$ cat src/rtl/alu_arbiter.sv
// Two-requester round-robin front end for a shared combinational Hack-style ALU.
// Each grant takes IDLE -> EXEC -> RESP. The response is held until the consumer accepts it.
module alu_arbiter (
   input  logic        clk,
   input  logic        rst_n,
   input  logic        req0_valid,
   output logic        req0_ready,
   input  logic [15:0] req0_x,
   input  logic [15:0] req0_y,
   input  logic [5:0]  req0_ctl,
   input  logic        req1_valid,
   output logic        req1_ready,
   input  logic [15:0] req1_x,
   input  logic [15:0] req1_y,
   input  logic [5:0]  req1_ctl,
   output logic [15:0] alu_x,
   output logic [15:0] alu_y,
   output logic [5:0]  alu_ctl,
   input  logic [15:0] alu_o,
   output logic        rsp_valid,
   input  logic        rsp_ready,
   output logic        rsp_id,
   output logic [15:0] rsp_o,
   output logic        rsp_zr,
   output logic        rsp_ng
);

   localparam logic [1:0] IDLE = 2'd0;
   localparam logic [1:0] EXEC = 2'd1;
   localparam logic [1:0] RESP = 2'd2;

   logic [1:0]  state_q, state_d;
   logic        ptr_q, ptr_d;
   logic [15:0] x_q, x_d;
   logic [15:0] y_q, y_d;
   logic [5:0]  ctl_q, ctl_d;
   logic        id_q, id_d;
   logic [15:0] rsp_o_q, rsp_o_d;
   logic        rsp_zr_q, rsp_zr_d;
   logic        rsp_ng_q, rsp_ng_d;
   logic        rsp_id_q, rsp_id_d;

   logic        grant_any;
   logic        grant_id;
   logic        grant_fire;

   // The pointer only breaks ties. A lone requester always wins.
   always_comb begin
      grant_any = req0_valid | req1_valid;
      if (req0_valid && req1_valid) grant_id = ptr_q;
      else                          grant_id = req1_valid;
   end

   // NOTE: ready is gated by rst_n. Reset is synchronous, so state_q can still read IDLE while rst_n is low.
   assign grant_fire = rst_n && (state_q == IDLE) && grant_any;
   assign req0_ready = grant_fire && !grant_id;
   assign req1_ready = grant_fire &&  grant_id;

   // NOTE: every signal gets a default first. Without one, a path that skips an assignment infers a latch.
   always_comb begin
      state_d  = state_q;
      ptr_d    = ptr_q;
      x_d      = x_q;
      y_d      = y_q;
      ctl_d    = ctl_q;
      id_d     = id_q;
      rsp_o_d  = rsp_o_q;
      rsp_zr_d = rsp_zr_q;
      rsp_ng_d = rsp_ng_q;
      rsp_id_d = rsp_id_q;
      case (state_q)
         IDLE: begin
            if (grant_any) begin
               x_d     = grant_id ? req1_x   : req0_x;
               y_d     = grant_id ? req1_y   : req0_y;
               ctl_d   = grant_id ? req1_ctl : req0_ctl;
               id_d    = grant_id;
               ptr_d   = ~grant_id;
               state_d = EXEC;
            end
         end
         EXEC: begin
            rsp_o_d  = alu_o;
            rsp_zr_d = (alu_o == 16'd0);
            rsp_ng_d = alu_o[15];
            rsp_id_d = id_q;
            state_d  = RESP;
         end
         RESP: begin
            if (rsp_ready) state_d = IDLE;
         end
         default: state_d = IDLE;
      endcase
   end

   // NOTE: state uses non-blocking assignments, so every flop samples its pre-edge value.
   always_ff @(posedge clk) begin
      if (!rst_n) begin
         state_q  <= IDLE;
         ptr_q    <= 1'b0;
         x_q      <= '0;
         y_q      <= '0;
         ctl_q    <= '0;
         id_q     <= 1'b0;
         rsp_o_q  <= '0;
         rsp_zr_q <= 1'b0;
         rsp_ng_q <= 1'b0;
         rsp_id_q <= 1'b0;
      end else begin
         state_q  <= state_d;
         ptr_q    <= ptr_d;
         x_q      <= x_d;
         y_q      <= y_d;
         ctl_q    <= ctl_d;
         id_q     <= id_d;
         rsp_o_q  <= rsp_o_d;
         rsp_zr_q <= rsp_zr_d;
         rsp_ng_q <= rsp_ng_d;
         rsp_id_q <= rsp_id_d;
      end
   end

   // The latched operands drive the ALU directly, so they hold their last values outside EXEC.
   assign alu_x     = x_q;
   assign alu_y     = y_q;
   assign alu_ctl   = ctl_q;
   assign rsp_valid = (state_q == RESP);
   assign rsp_id    = rsp_id_q;
   assign rsp_o     = rsp_o_q;
   assign rsp_zr    = rsp_zr_q;
   assign rsp_ng    = rsp_ng_q;

endmodule
$ cat config.mk
export PLATFORM = sky130hd
export DESIGN_NAME = alu_arbiter
export DESIGN_NICKNAME = d
export VERILOG_FILES = /design/src/rtl/alu_arbiter.sv
export SDC_FILE = /design/constraint.sdc
export NUM_CORES = 1
export LEC_CHECK = 0
export ABC_AREA = 0
export ABC_CLOCK_PERIOD_IN_PS = 1200
export CELL_PAD_IN_SITES_DETAIL_PLACEMENT = 0
export CELL_PAD_IN_SITES_GLOBAL_PLACEMENT = 1
export CORE_ASPECT_RATIO = 1.4
export CORE_MARGIN = 3
export CORE_UTILIZATION = 24
export CTS_CLUSTER_DIAMETER = 60
export DETAILED_ROUTE_END_ITERATION = 8
export PLACE_DENSITY_LB_ADDON = 0.25
export SLEW_MARGIN = 30
export SYNTH_ARGS = -nofsm -noshare
export SYNTH_HDL_FRONTEND = slang
export SYNTH_SLANG_ARGS = --single-unit
$ cat constraint.sdc
create_clock -name clk -period 1.2 [get_ports clk]
set_input_delay 0.24 -clock clk [delete_from_list [all_inputs] [get_ports clk]]
set_output_delay 0.24 -clock clk [all_outputs]
set_load 0.01 [all_outputs]
==> results.json <==
{
  "synth_fa_ha_area_frac": 0,
  "post-route-period-util": 1.25,
  "max_freq_mhz": 666,
  "fin_total_pwr_w": 0.00702,
  "dp_hpwl_um": 6880,
  "drt_iter0_drc": 96,
  "worstPathCellList": "nor2_4 -> and3_4 -> nor3b_4 -> buf_6",
  "core_area_mm2": 0.0114,
  "design_area_mm2": 0.00568,
  "grt_max_degree": 38,
  "intPower_w": 0.00504,
  "clk_path_buf_depth": 2,
  "max-vdd-ir-drop_mv": 0.700,
  "tritoncts": "done",
  "setup_viol": 43,
  "grt_overflow": 0,
  "post-route-min-period_ns": 1.50,
  "power_frac_comb": 0.332,
  "power.density_mw_per_mm2": 1230,
  "syn_avg_cell_area_um2": 8.54,
  "cp_slowest_stage_delay_ns": 0.33,
  "drc": 0,
  "cp_top_family": "simple AND/OR/NAND/NOR gates",
  "hold_buffers": 0,
  "postPlaceCellArea_mm2": 0.00475,
  "hold_viol": 0,
  "netlist_instances": 330,
  "syn_area_mm2": 0.00282,
  "clkPwrFrac": 0.336,
  "track_usage": 0.165,
  "synth_warnings": 0,
  "p_sw_w": 0.00197,
  "drt_pre_antenna_iters": 4,
  "synth_compound_area_frac": 0.321,
  "fill_cells": 1110,
  "critPathRequiredTime_ns": 0.96,
  "cp_max_fo": 3,
  "vias": 3323,
  "most-common-layout-cells": "clkdlybuf4s50_1, dfxtp_1, a21oi_1",
  "synthSimpleGateAreaFrac": 0.187,
  "place_congestion": 0.738,
  "dieHeight_um": 134,
  "htree_levels": 3,
  "grt_pass1_vias": 3331,
  "path_class": "reg -> out",
  "drv_slew": 0,
  "die_w_um": 97.6,
  "swShare": 0.281,
  "max_slew_margin": 0.788,
  "synth_top_family_by_area": "compound AO/OA/AOI/OAI gates",
  "cp.arrival_ns": 1.26,
  "worst-path-buf-inv": 1,
  "start_util": 0.247,
  "cp-end-kind": "output pin",
  "min_path_type": "reg -> reg",
  "status": "finished, violations left",
  "ant_nets": 0,
  "synth_cell_types": 28,
  "whs_ns": 0.450,
  "synthMuxAreaShare": 0,
  "synthXorXnorAreaFrac": 0,
  "rsz0062_at_grt": "true",
  "drv_cap": 0,
  "worst_path_max_delay_cell": "dfxtp_2",
  "grt_pass1_wl_um": 17200,
  "cts.clk_slew.worst_paths_ns": 0.05,
  "seq_power_share": 0.332,
  "synth_fp_nets": 427,
  "root_buffer": "clkbuf_16",
  "violations": "setup timing",
  "final_common_cell": "clkdlybuf4s50_1",
  "clock_skew_ns": 0.00431,
  "cts.sinks": 60,
  "drt_wl_total_um": 11800,
  "drive_gt1_frac": 0.255,
  "cts_buffers": 9,
  "io_buffers": 156,
  "final.setup.worst_slack_ns": -0.301,
  "tightestPinTransition_ns": 0.315,
  "antenna_found_initial": 0,
  "die-area_mm2": 0.0131,
  "nNetsFinal": 610,
  "area_growth_pct": 102,
  "clk_latency_ns": 0.32,
  "io_pins": 157,
  "synth_seq_cells": 60,
  "yosysSeqAreaShare": 0.426,
  "fp-row-count": 46,
  "p_leak_nw": 2.15,
  "worst_setup_path_start_kind": "flop",
  "wl_per_cell_um": 17.9,
  "via_per_inst": 5.02
}
## state kept, by name, summed over array words and instances, names as in the netlist
register and cells:
alu_ctl 6, alu_x 16, alu_y 16, id_q 1, ptr_q 1, rsp_id 1, rsp_o 16, rsp_zr 1
state_q 2
## cells in the mapped netlist (all sizes together)
library cell / instances / area share
a21bo: 1 / 0.0036
a21oi: 57 / 0.10
a311oi: 38 / 0.14
and2: 1 / 0.0031
and3: 1 / 0.0022
buf: 12 / 0.026
clkbuf: 28 / 0.037
dfxtp: 60 / 0.43
inv: 2 / 0.0027
nand2: 34 / 0.045
nand2b: 2 / 0.0044
nand3: 2 / 0.0036
nand3b: 39 / 0.10
nand4: 1 / 0.0022
nor2: 3 / 0.0040
nor2b: 3 / 0.0067
nor3b: 1 / 0.0027
nor4: 3 / 0.0067
o211a: 1 / 0.0036
o21a: 1 / 0.0027
o21ai: 39 / 0.069
or2: 1 / 0.0022
## power groups by stage
stage | logic (W) | clock network (W) | registers (W)
after global routing | 0.00248 | 0.00251 | 0.00235
final | 0.00233 | 0.00236 | 0.00233
after CTS | 0.00214 | 0.00242 | 0.00232
after floorplan | 0.000721 | 0 | 0.00244
after global placement | 0.00184 | 0 | 0.00236
after detailed placement | 0.00185 | 0 | 0.00236
## worst register-to-register path: stages (launching register included)
cell,delay (ns)
dfxtp_4,0.36
nor2_4,0.04
buf_4,0.15
buf_12,0.12
and2_4,0.22
buf_12,0.15
buf_16,0.13
a311oi_2,0.20
## metal layers
metal  wire length (um)  vias up  track usage
met2               6130      117        0.291
met4                202        0       0.0554
met3                835       12       0.0552
li1                   -     1601            -
met5                  0        -            0
met1               4670     1593        0.185
## final timing paths
path         slack (ns)        from    endpoint  depth (start not counted)
min reg2reg        0.45   rsp_o[14]   rsp_o[14]                          2
max               -0.30  state_q[0]  req1_ready                          4
min                0.45   rsp_o[14]   rsp_o[14]                          2
max reg2reg       -0.25  state_q[1]    alu_x[7]                          7
## final cells by class
class / count / area (um^2) / share of cell area
Antenna cell: 1 / 2.50 / 0.000440
Inverter: 2 / 7.51 / 0.00132
Clock inverter: 2 / 10.0 / 0.00176
Clock buffer: 13 / 260 / 0.0458
Sequential cell: 60 / 1210 / 0.212
Multi-Input combinational cell: 228 / 1660 / 0.292
Tap cell: 144 / 180 / 0.0317
Timing Repair Buffer: 212 / 2360 / 0.415
## metrics by stage
step | std cells | util | TNS [ns] | setup slack (ns)
after CTS | 654 | 0.474 | -8.08 | -0.312
after detailed placement | 623 | 0.417 | -35.31 | -0.851
final | 662 | 0.499 | -7.59 | -0.301
after global placement | 623 | 0.417 | -34.71 | -0.836
after floorplan | 330 | - | -0.637 | -0.0579
after global routing | 661 | 0.499 | -10.60 | -0.348
## timing repair
item	CTS	global route
gates resized for setup	119	76
cloned	7	7
buffers inserted	9	0
setup endpoints to repair	100	93
pin swaps	8	5
## kinds of logic (layout without fill, tap and decap cells)
logic type	count (synthesis)	count (layout)
AOI/OAI and AO/OA	137	137
other	0	1
DFF	60	60
and+or+nand+nor	91	91
buffers and inverters	42	229
(Power assumes the default switching activity.)
